File: config.mk
export PLATFORM = sky130hd
export DESIGN_NAME = keypad_ctrl
export DESIGN_NICKNAME = d
export VERILOG_FILES = /design/src/rtl/keypad_ctrl.sv
export SDC_FILE = /design/constraint.sdc
export NUM_CORES = 1
export LEC_CHECK = 0
export ABC_AREA = 0
export BUFFER_PORTS_ARGS = -buffer_cell sky130_fd_sc_hd__buf_2
export CAP_MARGIN = 10
export CORE_UTILIZATION = 56
export CTS_BUF_LIST = sky130_fd_sc_hd__clkbuf_8
export DETAILED_ROUTE_END_ITERATION = 12
export PLACE_DENSITY = 0.77
export SYNTH_ARGS = -nofsm -noshare
export SYNTH_HDL_FRONTEND = slang
export SYNTH_SLANG_ARGS = --single-unit
File: constraint.sdc
create_clock -name clk -period 5.9 [get_ports clk]
set_input_delay 0.295 -clock clk [delete_from_list [all_inputs] [get_ports clk]]
set_output_delay 0.295 -clock clk [all_outputs]
set_load 0.02 [all_outputs]
File: src/rtl/keypad_ctrl.sv
// rtl/keypad_ctrl.sv - 4x4 matrix keypad scanner with debounce and two-digit history
module keypad_ctrl #(
    parameter int SCAN_DIV     = 4,
    parameter int DEBOUNCE_CYC = 8
) (
    input  logic       clk,
    input  logic       reset,
    input  logic [3:0] columns,
    output logic [3:0] rows,
    output logic [3:0] key_code,
    output logic       key_valid,
    output logic [3:0] digit_new,
    output logic [3:0] digit_old
);

    typedef enum logic [1:0] {SCAN, DEBOUNCE, HELD, RELEASE} state_t;

    localparam logic [7:0]  DWELL_LAST = 8'(SCAN_DIV - 1);
    localparam logic [20:0] DEB_LAST   = 21'(DEBOUNCE_CYC - 1);

    state_t      state;
    logic [3:0]  sync1, sync2;
    logic [3:0]  col_s;
    logic [3:0]  cap_pat;
    logic [1:0]  cap_row;
    logic [7:0]  dwell;
    logic [20:0] deb;
    logic [3:0]  code;
    logic [3:0]  rows_next;

    assign col_s     = sync2;
    assign rows_next = {rows[0], rows[3:1]};

    function automatic logic [1:0] row_index(input logic [3:0] r);
        case (r)
            4'b1000: row_index = 2'd0;
            4'b0100: row_index = 2'd1;
            4'b0010: row_index = 2'd2;
            default: row_index = 2'd3;
        endcase
    endfunction

    // Leftmost low column (col0 = bit3) wins when several are pressed.
    function automatic logic [3:0] key_map(input logic [1:0] r, input logic [3:0] pat);
        logic [1:0] c;
        casez (pat)
            4'b0???: c = 2'd0;
            4'b10??: c = 2'd1;
            4'b110?: c = 2'd2;
            default: c = 2'd3;
        endcase
        case ({r, c})
            4'h0: key_map = 4'h1;  4'h1: key_map = 4'h2;
            4'h2: key_map = 4'h3;  4'h3: key_map = 4'hA;
            4'h4: key_map = 4'h4;  4'h5: key_map = 4'h5;
            4'h6: key_map = 4'h6;  4'h7: key_map = 4'hB;
            4'h8: key_map = 4'h7;  4'h9: key_map = 4'h8;
            4'hA: key_map = 4'h9;  4'hB: key_map = 4'hC;
            4'hC: key_map = 4'hE;  4'hD: key_map = 4'h0;
            4'hE: key_map = 4'hF;  default: key_map = 4'hD;
        endcase
    endfunction

    assign code = key_map(cap_row, cap_pat);

    // Counters only increment below their terminal value, so they can never wrap.
    always_ff @(posedge clk or negedge reset) begin
        if (!reset) begin
            state     <= SCAN;
            sync1     <= 4'hF;
            sync2     <= 4'hF;
            rows      <= 4'b1000;
            cap_pat   <= 4'hF;
            cap_row   <= 2'd0;
            dwell     <= 8'd0;
            deb       <= 21'd0;
            key_code  <= 4'd0;
            key_valid <= 1'b0;
            digit_new <= 4'd0;
            digit_old <= 4'd0;
        end else begin
            sync1     <= columns;
            sync2     <= sync1;
            key_valid <= 1'b0;
            case (state)
                SCAN: begin
                    if (dwell >= DWELL_LAST) begin
                        if (col_s != 4'hF) begin
                            state   <= DEBOUNCE;
                            cap_pat <= col_s;
                            cap_row <= row_index(rows);
                            deb     <= 21'd0;
                        end else begin
                            rows  <= rows_next;
                            dwell <= 8'd0;
                        end
                    end else begin
                        dwell <= dwell + 8'd1;
                    end
                end
                DEBOUNCE: begin
                    if (col_s == cap_pat) begin
                        if (deb >= DEB_LAST) begin
                            state     <= HELD;
                            key_valid <= 1'b1;
                            key_code  <= code;
                            digit_old <= digit_new;
                            digit_new <= code;
                        end else begin
                            deb <= deb + 21'd1;
                        end
                    end else begin
                        state <= SCAN;
                        rows  <= rows_next;
                        dwell <= 8'd0;
                    end
                end
                HELD: begin
                    if (col_s == 4'hF) begin
                        state <= RELEASE;
                        deb   <= 21'd0;
                    end
                end
                default: begin
                    if (col_s != 4'hF) begin
                        state <= HELD;
                    end else if (deb >= DEB_LAST) begin
                        state <= SCAN;
                        rows  <= rows_next;
                        dwell <= 8'd0;
                    end else begin
                        deb <= deb + 21'd1;
                    end
                end
            endcase
        end
    end

endmodule

; After elaboration in Yosys (flattened, before gate mapping)
; Memory sizes are Yosys's and may differ from the RTL's. A register that Yosys moved wholly into a read port is not among the register bits.
; Index checks and enable logic that the tools add are counted.
[totals]
regBits = 54
rom_bits = 64
inputBits = 6
word_cells = 80
mem_count = 1
[op_classes]
n_addsub = 2
n_lt_le_gt_ge = 2
n_eq_ne = 21
mux = 32
bitwise_logic = 2
n_reduce_logical = 10
[memory_table]
columns = memory, depth, word_bits, read_ports, rd_clocked_by_memory_dff, wr, line_no
row1 = (no name shown), 16, 4, 1, 1, 0, 52  ; case ({r, c})
[ops]
columns = operator, n
row1 = $mux W21, 6
row2 = $pmux W21 S3, 1
row3 = $mux W8, 5
row4 = $pmux W8 S3, 1
row5 = $add A21 B1 Y21 const B, 1
row6 = $ge A21 B3 Y1 const B, 1
row7 = $mux W4, 5
row8 = $pmux W2 S3, 3
row9 = $reduce_and A5 Y1, 3
row10 = $mux W2, 7
row11 = $ne A2 B2 Y1 const B, 6
row12 = $pmux W4 S3, 1
row13 = $add A8 B1 Y8 const B, 1
row14 = $eq A4 B4 Y1 const B, 2
row15 = $ge A8 B2 Y1 const B, 1
row16 = $ne A3 B3 Y1 const B, 2
row17 = $reduce_and A3 Y1, 2
row18 = $reduce_and A6 Y1, 1
row19 = $eq A2 B2 Y1 const B, 2
row20 = $eq A4 B2 Y1 const B, 1
row21 = $eq A4 B3 Y1 const B, 1
row22 = $eq A4 B4 Y1, 1
row23 = $ne A4 B1 Y1 const B, 1
row24 = $ne A4 B4 Y1 const B, 1
row25 = 10 further kinds, 13

; Logic depth before layout (Yosys ltp)
; Gate-level depths: netlist of run 1.
[logic_depth]
depth_word = 4
mapped_depth = 10
mapped_depth_nobuf = 8

; Worst setup path after synthesis of run 1
; Ideal clock, no wire load.
[synth_timing]
path_type = register to register
start = register state[0]
end = register deb[0]
arrival_time_ns = 2.011
t_required_ns = 5.775
setup_slack_ns = 3.764
stages_incl_launch_ff = 9
path_buffers = 1
period_less_slack_ns = 2.136
cell_sequence = dfrtp_1 -> inv_1 -> ha_1 -> clkbuf_1 -> nand2b_1 -> nor4_4 -> and4b_1 -> o31ai_1 -> mux2_2
[synth_via]
elab_chain_cells = 3
word_cells_on_any_way = 10
classes_between = eq/ne: 7 / mux: 1 / reduce/logical: 2
[synth_lines]
columns = item, line_no
row1 = "start, declared", 21  ; state_t state;
row2 = "start signal, assigned", 69  ; state <= SCAN;
row3 = "start signal, assigned", 89  ; state <= DEBOUNCE;
row4 = "start signal, assigned", 104  ; state <= HELD;
row5 = $eq A2 B2 Y1 (tied with other cells), 85  ; case (state)
row6 = $ne A4 B1 Y1 (no line) / $ne A2 B2 Y1 (equally long branches), -
row7 = $reduce_and A5 Y1 (no line), -
row8 = "end signal, assigned", 110  ; deb <= deb + 21'd1;
row9 = "end signal, assigned", 132  ; deb <= deb + 21'd1;
row10 = "end, declared", 27  ; logic [20:0] deb;
; Parallel ways exist; a longest one is shown, timed or not.
; A chain may end at the register's enable or synchronous reset.

; Final worst setup path of run 1
[layout_timing]
start = register state[0]
end = register dwell[5]
[layout_via]
elab_chain_cells = 3
word_cells_on_any_way = 10
classes_between = eq/ne: 5 / mux: 1 / bitwise: 1 / reduce/logical: 3
[layout_lines]
columns = item, line_no
row1 = $eq A2 B1 Y1 (tied with other cells), 85
row2 = $ne A3 B1 Y1 (no line) (tied with other cells), -
row3 = $reduce_and A5 Y1 (no line), -
row4 = "end signal, assigned", 98  ; dwell <= dwell + 8'd1;
row5 = "end, declared", 26  ; logic [7:0] dwell;
; Parallel ways exist; a longest one is shown, timed or not.

==> results of run 1 <==
-- layer usage --
layer / global-route usage, % / wire, um / share of wire (%)
met1: 22.7 / 1950 / 47
met2: 29.8 / 1960 / 47
met3: 7.79 / 188 / 4.5
met4: 8.67 / 49 / 1.2
met5: 0 / 0 / 0
-- worst paths after layout --
kind	startpoint	endpoint	slack [ns]
worst max register to register	state[0]	dwell[5]	3.22
worst min-delay path	columns[2]	sync1[2]	0.06
worst max-delay path	state[0]	dwell[5]	3.22
min in group asynchronous	reset	deb[3]	0.09
max in group asynchronous	reset	rows[1]	5.35
worst min register to register	sync1[1]	col_s[1]	0.35
-- registers in the layout, indices dropped and copies added (netlist names) --
register   cells
deb           21
cap_row        2
col_s          4
sync1          4
digit_new      4
rows           4
digit_old      4
cap_pat        4
key_valid      1
state          2
dwell          8
-- worst reg2reg max path: stages (launching register included) --
cell and delay (ns):
sky130_fd_sc_hd__dfrtp_1 0.41, sky130_fd_sc_hd__inv_1 0.15, sky130_fd_sc_hd__ha_1 0.36, sky130_fd_sc_hd__nand2b_1 0.14
sky130_fd_sc_hd__nor4_4 0.35, sky130_fd_sc_hd__nor3_2 0.07, sky130_fd_sc_hd__nor4_2 0.73, sky130_fd_sc_hd__and2b_1 0.29
sky130_fd_sc_hd__nor2_1 0.06
-- power groups by stage --
stage               registers [mW]  clock network (mW)  logic, mW
floorplan                    0.488                   0      0.301
global placement             0.507                   0      0.336
detailed placement           0.510                   0      0.347
CTS                          0.503               0.363      0.349
global route                 0.510               0.378      0.390
finish                       0.504               0.352      0.345
-- cell families (layout without fill, tap and decap cells) --
group,Yosys count,after routing,synth area share (%)
xor gates and xnor gates,6,6,2.01
AOI/OAI and AO/OA,30,30,7.09
and+or+nand+nor,83,83,18.3
DFF,58,58,56.2
buffers and inverters,20,48,3.64
muxes,18,18,7.52
adders and majority gates,11,11,5.27
-- cells in the final DEF (no fill, tap or decap), types with 4 or more instances in the layout --
cell	n
sky130_fd_sc_hd__clkbuf_8	10
sky130_fd_sc_hd__mux2_2	13
sky130_fd_sc_hd__inv_1	10
sky130_fd_sc_hd__dfrtp_1	45
sky130_fd_sc_hd__nand2_1	17
sky130_fd_sc_hd__nor2_1	14
sky130_fd_sc_hd__o211ai_1	4
sky130_fd_sc_hd__o21ai_0	12
sky130_fd_sc_hd__dfstp_2	13
sky130_fd_sc_hd__mux2i_1	5
sky130_fd_sc_hd__buf_2	22
sky130_fd_sc_hd__nor4_1	7
sky130_fd_sc_hd__and2_1	19
sky130_fd_sc_hd__ha_1	11
sky130_fd_sc_hd__a21oi_1	6
sky130_fd_sc_hd__xor2_1	4
-- area by class of cell --
| class | count | share of cell area (%) |
|---|---|---|
| clock buffer | 10 | 4.70 |
| clock inverter | 6 | 1.96 |
| inverter | 9 | 1.15 |
| multi-input combinational | 148 | 35.8 |
| sequential | 58 | 50.1 |
| tap | 52 | 2.22 |
| timing repair buffer | 23 | 4.02 |
==> qor.yml, run 1 <==
synth_top_area_cell: "sky130_fd_sc_hd__dfrtp_1"
min_delay_path_depth: 1
power_switching_mw: 0.400
slew_viol_final: 0
synth_edf_count: 0
route.vias.total: 1671
clock_tree.root_cell: "sky130_fd_sc_hd__clkbuf_8"
place.detailed.instances: 290
drt_iter0_markers: 88
period_minus_slack_ns: 2.68
worst_setup_path_end_kind: "flop"
status: "completed"
total_negative_setup_slack_ns: 0
synth_sequential_area_ratio_pct: 56.2
layout.core_utilization_pct: 66.4
syn-instance-count: 226
timing.critical_path.cells: "inv_1 > ha_1 > nand2b_1 > nor4_4 > nor3_2 > nor4_2 > and2b_1 > nor2_1"
rows: 24
setup_slack_ns: 3.22
remaining_drc_errors: 0
fin_skew_ns: 0.00621
worst_path_max_delay_cell: "sky130_fd_sc_hd__nor4_2"
final.fill_count: 340
initial_core_utilization_pct: 59.2
cp_data_arrival_time_ns: 2.90
final-instance-count-excl-fill: 306
total_leakage_power_nw: 1.49
global_route_wire_length_before_repair_um: 6970
power.total_mw: 1.20
p_per_area_mw_per_mm2: 410
cell_internal_pwr_mw: 0.801
max-clock-path-buffers: 2
finalCritPeriodShare_pct: 45.5
core_area_mm2: 0.00441
design.die.area_mm2: 0.00494
synth_top_flop_cell: "sky130_fd_sc_hd__dfrtp_1"
yosys_warnings: 0
timing.hold.ws_ns: 0.0558
clk_network_pwr_share_pct: 29.3
delay_of_the_slowest_cell_on_the_worst_path_ns: 0.73
max-cap-violations: 0
drive_gt1_share_pct: 28.3
synth.top_cells.by_count: "45 x sky130_fd_sc_hd__dfrtp_1, 19 x sky130_fd_sc_hd__and2_1, 17 x sky130_fd_sc_hd__nand2_1"
synth-async-reset-ratio_pct: 100
area_growth_pct: 12.1
synth.area.top_cells: "sky130_fd_sc_hd__dfrtp_1 43%, sky130_fd_sc_hd__dfstp_2 13%, sky130_fd_sc_hd__mux2_2 5.6%"
clock_tree.htree_level_count: 3
postCtsHoldBufs: 0
worstSetupPathDepth: 8
grt.total_usage_pct: 19.0
clk_transition_reported_paths_ns: 0.06
via_per_inst: 5.46
global_route.overflow_total: 0
path_max_fanout: 11
pre_cts_ws_ns: 3.21
switching_share_pct: 33.3
timing.critical_path.buf_inv: 1
synth.distinct_cells: 42
avgSynthCellArea_um2: 11.6
setup_repair_after_global_routing_missed_its_margin: "no"
die_width_um: 70.3
cts_inserted_buffers: 9
worstSkewPairLatency_ns: 0.33
detail_route.first_pass.iterations: 4
timing.slew.headroom_pct: 44.6
p_seq_share_pct: 41.9
data_required_time_at_the_worst_endpoint_ns: 6.12
layout.cell_area.non_filler_mm2: 0.00293
power.combinational.fraction_pct: 28.8
ys_ff_latch: 58
finalNetCount: 266
finalWeightedCongestion: 0.838
hold_violations: 0
seq_area_mm2: 0.00147
syn-num-nets: 243
worst-r2r-cell-count: 8
io_buffer_count: 22
floorplan.io_pins: 23
min-delay-path-class: "primary input to flop"
routedWlPerCell_um: 13.6
synthesis.area_mm2: 0.00261
dpl.hpwl_um: 2830
setup.worst_path.class: "flop to flop"
postCtsSetupBuffers: 0
die_h_um: 70.3
multi_input_area_mm2: 0.00105
placed_cell_area_mm2: 0.00273
postRouteAntennaNets: 0
start_kind: "flop"
critPathTopFamily: "simple AND/OR/NAND/NOR gates"
dominant_cell_by_count_in_the_synthesized_netlist: "sky130_fd_sc_hd__dfrtp_1"
cts_tree: "built"
max_freq_mhz: 373
worst-slew-pin-transition_ns: 0.824
synth_top_cell_area_share_pct: 43.1
cts_sinks: 58
antenna_found_initial: 0
grt_pass1_vias: 1579
worst_ir_drop_vdd_uv: 262
setup_violations: 0
antenna_cells_inserted: 0
cts.repair.resized: 0
grt_start_max_net_pins: 59
drt-total-wl_um: 4150
Power figures use the tool's default switching activity.
==> run 2, diff against run 1 <==
- clock period: 5.9 -> 2.55 ns (I/O delays scaled with it)
==> qor.yml, run 2 (synthesis gave the netlist of run 1 again) <==
data_required_time_at_the_worst_endpoint_ns: 2.77  # was 6.12 ns
p_per_area_mw_per_mm2: 967  # was 410 mW/mm^2
die_width_um: 70.3  # unchanged
finalNetCount: 273  # was 266
core_area_mm2: 0.00441  # unchanged
start_kind: "flop"  # unchanged
total_leakage_power_nw: 1.52  # was 1.49 nW
worstSkewPairLatency_ns: 0.33  # about the same
worst_setup_path_end_kind: "flop"  # unchanged
area_growth_pct: 15.5  # was 12.1%
worst_ir_drop_vdd_uv: 555  # was 262 uV
period_minus_slack_ns: 2.32  # was 2.68 ns
setup.worst_path.class: "flop to flop"  # unchanged
detail_route.first_pass.iterations: 4  # unchanged
drt-total-wl_um: 4210  # was 4150 um
total_negative_setup_slack_ns: 0  # unchanged
antenna_found_initial: 0  # unchanged
setup_violations: 0  # unchanged
timing.slew.headroom_pct: 54.3  # was 44.6%
cts_tree: "built"  # unchanged
layout_common_cells: "45 x sky130_fd_sc_hd__dfrtp_1, 22 x sky130_fd_sc_hd__buf_2, 19 x sky130_fd_sc_hd__and2_1, 17 x sky130_fd_sc_hd__nand2_1, 14 x sky130_fd_sc_hd__nor2_1"  # unchanged
remaining_drc_errors: 0  # unchanged
layout_commonest_cell: "sky130_fd_sc_hd__dfrtp_1"  # unchanged
clock_tree.htree_level_count: 3  # unchanged
initial_core_utilization_pct: 59.2  # unchanged
fin_skew_ns: 0.00640  # was 0.00621 ns
cp-startpoint: "state[0]"  # unchanged
clk_transition_reported_paths_ns: 0.06  # about the same
global_route_wire_length_before_repair_um: 7360  # was 6970 um
floorplan.io_pins: 23  # unchanged
antenna_cells_inserted: 0  # unchanged
final.fill_count: 321  # was 340
io_buffer_count: 22  # unchanged
max_freq_mhz: 432  # was 373 MHz
worst_path_max_delay_cell: "sky130_fd_sc_hd__dfrtp_1"  # was sky130_fd_sc_hd__nor4_2
launching_point_of_the_worst_reg2reg_path: "state[0]"  # unchanged
hold_violations: 0  # unchanged
layout.cell_area.non_filler_mm2: 0.00302  # was 0.00293 mm^2
worst-slew-pin-transition_ns: 0.679  # was 0.824 ns
delay_of_the_slowest_cell_on_the_worst_path_ns: 0.41  # was 0.73 ns
clock_tree.root_cell: "sky130_fd_sc_hd__clkbuf_8"  # unchanged
postRouteAntennaNets: 0  # unchanged
largest_register_ffs: 21  # unchanged
finalWeightedCongestion: 0.840  # was 0.838
timing.critical_path.buf_inv: 2  # was 1
path_max_fanout: 11  # unchanged
place.detailed.instances: 292  # was 290
grt.total_usage_pct: 19.6  # was 19.0%
via_per_inst: 5.28  # was 5.46
setup_repair_after_global_routing_missed_its_margin: "no"  # unchanged
worst_hold_startpoint: "sync1[0]"  # was columns[2]
min-delay-path-class: "flop to flop"  # was primary input to flop
timing.critical_path.cells: "inv_1 > ha_1 > nand2b_1 > nor4_4 > nor3_2 > nor4_2 > buf_4 > and2b_1 > nor2_1"  # was inv_1 > ha_1 > nand2b_1 > nor4_4 > nor3_2 > nor4_2 > and2b_1 > nor2_1
critPathTopFamily: "simple AND/OR/NAND/NOR gates"  # unchanged
grt_pass1_vias: 1656  # was 1579
finalCritPeriodShare_pct: 90.9  # was 45.5%
routedWlPerCell_um: 13.5  # was 13.6 um
die_h_um: 70.3  # unchanged
cp_data_arrival_time_ns: 2.54  # was 2.90 ns
reg_top3: "deb x21, dwell x8"  # unchanged
drive_gt1_share_pct: 28.4  # was 28.3%
cts_inserted_buffers: 9  # unchanged
grt_start_max_net_pins: 59  # unchanged
global_route.overflow_total: 0  # unchanged
dpl.hpwl_um: 2790  # was 2830 um
final-instance-count-excl-fill: 313  # was 306
power.total_mw: 2.92  # was 1.20 mW
max-cap-violations: 0  # unchanged
design.die.area_mm2: 0.00494  # unchanged
cts.repair.resized: 0  # unchanged
setup_slack_ns: 0.233  # was 3.22 ns
drt_iter0_markers: 77  # was 88
status: "completed"  # unchanged
max-clock-path-buffers: 2  # unchanged
registers.top_by_ff_count: "deb"  # unchanged
pre_cts_ws_ns: 0.252  # was 3.21 ns
cts_sinks: 58  # unchanged
slew_viol_final: 0  # unchanged
placed_cell_area_mm2: 0.00275  # was 0.00273 mm^2
rows: 24  # unchanged
route.vias.total: 1654  # was 1671
run 2: repair_timing:
action                                  4_1_cts  5_1_grt
hold buffers                                  5        0
endpoints found under the setup margin        0        0
endpoints found under the hold margin        49        0
setup buffers                                 0        0
run 2: per-stage QoR:
step	util (%)	hold WS [ns]
6_report	68.4	0.355
5_1_grt	68.4	0.362
4_1_cts	68.4	0.356
3_5_place_dp	62.3	0.234
3_3_place_gp	62.3	0.232
2_1_floorplan	-	-0.168
run 2: path summary, 6_finish.rpt:
kind / end / slack (ns) / depth (start not counted)
worst max-delay path: dwell[5] / 0.23 / 9
worst min-delay path: col_s[0] / 0.36 / 0
worst max register to register: dwell[5] / 0.23 / 9
worst min register to register: col_s[0] / 0.36 / 0
max in group asynchronous: dwell[1] / 1.63 / 3
min in group asynchronous: deb[3] / 0.45 / 3
run 2: final cells by class:
class / count / area (um^2) / share of cell area [%]
well taps: 52 / 65.1 / 2.16
inverters: 9 / 33.8 / 1.12
clock inverters: 6 / 81.3 / 2.69
flip-flops and latches: 58 / 1470 / 48.6
multi-input cells: 148 / 1050 / 34.8
clock buffers: 10 / 138 / 4.56
repair buffers: 30 / 183 / 6.05
run 2: report_power, final:
group / switching (mW) / internal (mW) / total (mW)
clock network: 0.339 / 0.569 / 0.908
registers: 0.112 / 1.05 / 1.17
logic: 0.479 / 0.367 / 0.846
run 2: worst reg2reg max path, delay by kind of cell, from the launching register on:
family,cells,cell delay [ns]
flops,1,0.41
buf+inv,2,0.35
fa+ha+maj,1,0.37
simple gates,6,1.06
run 2: metal layers:
layer	track usage [%]	wire (um)
met1	24.0	2010
met2	30.6	1960
met3	6.93	163
met4	9.78	75
met5	0	0
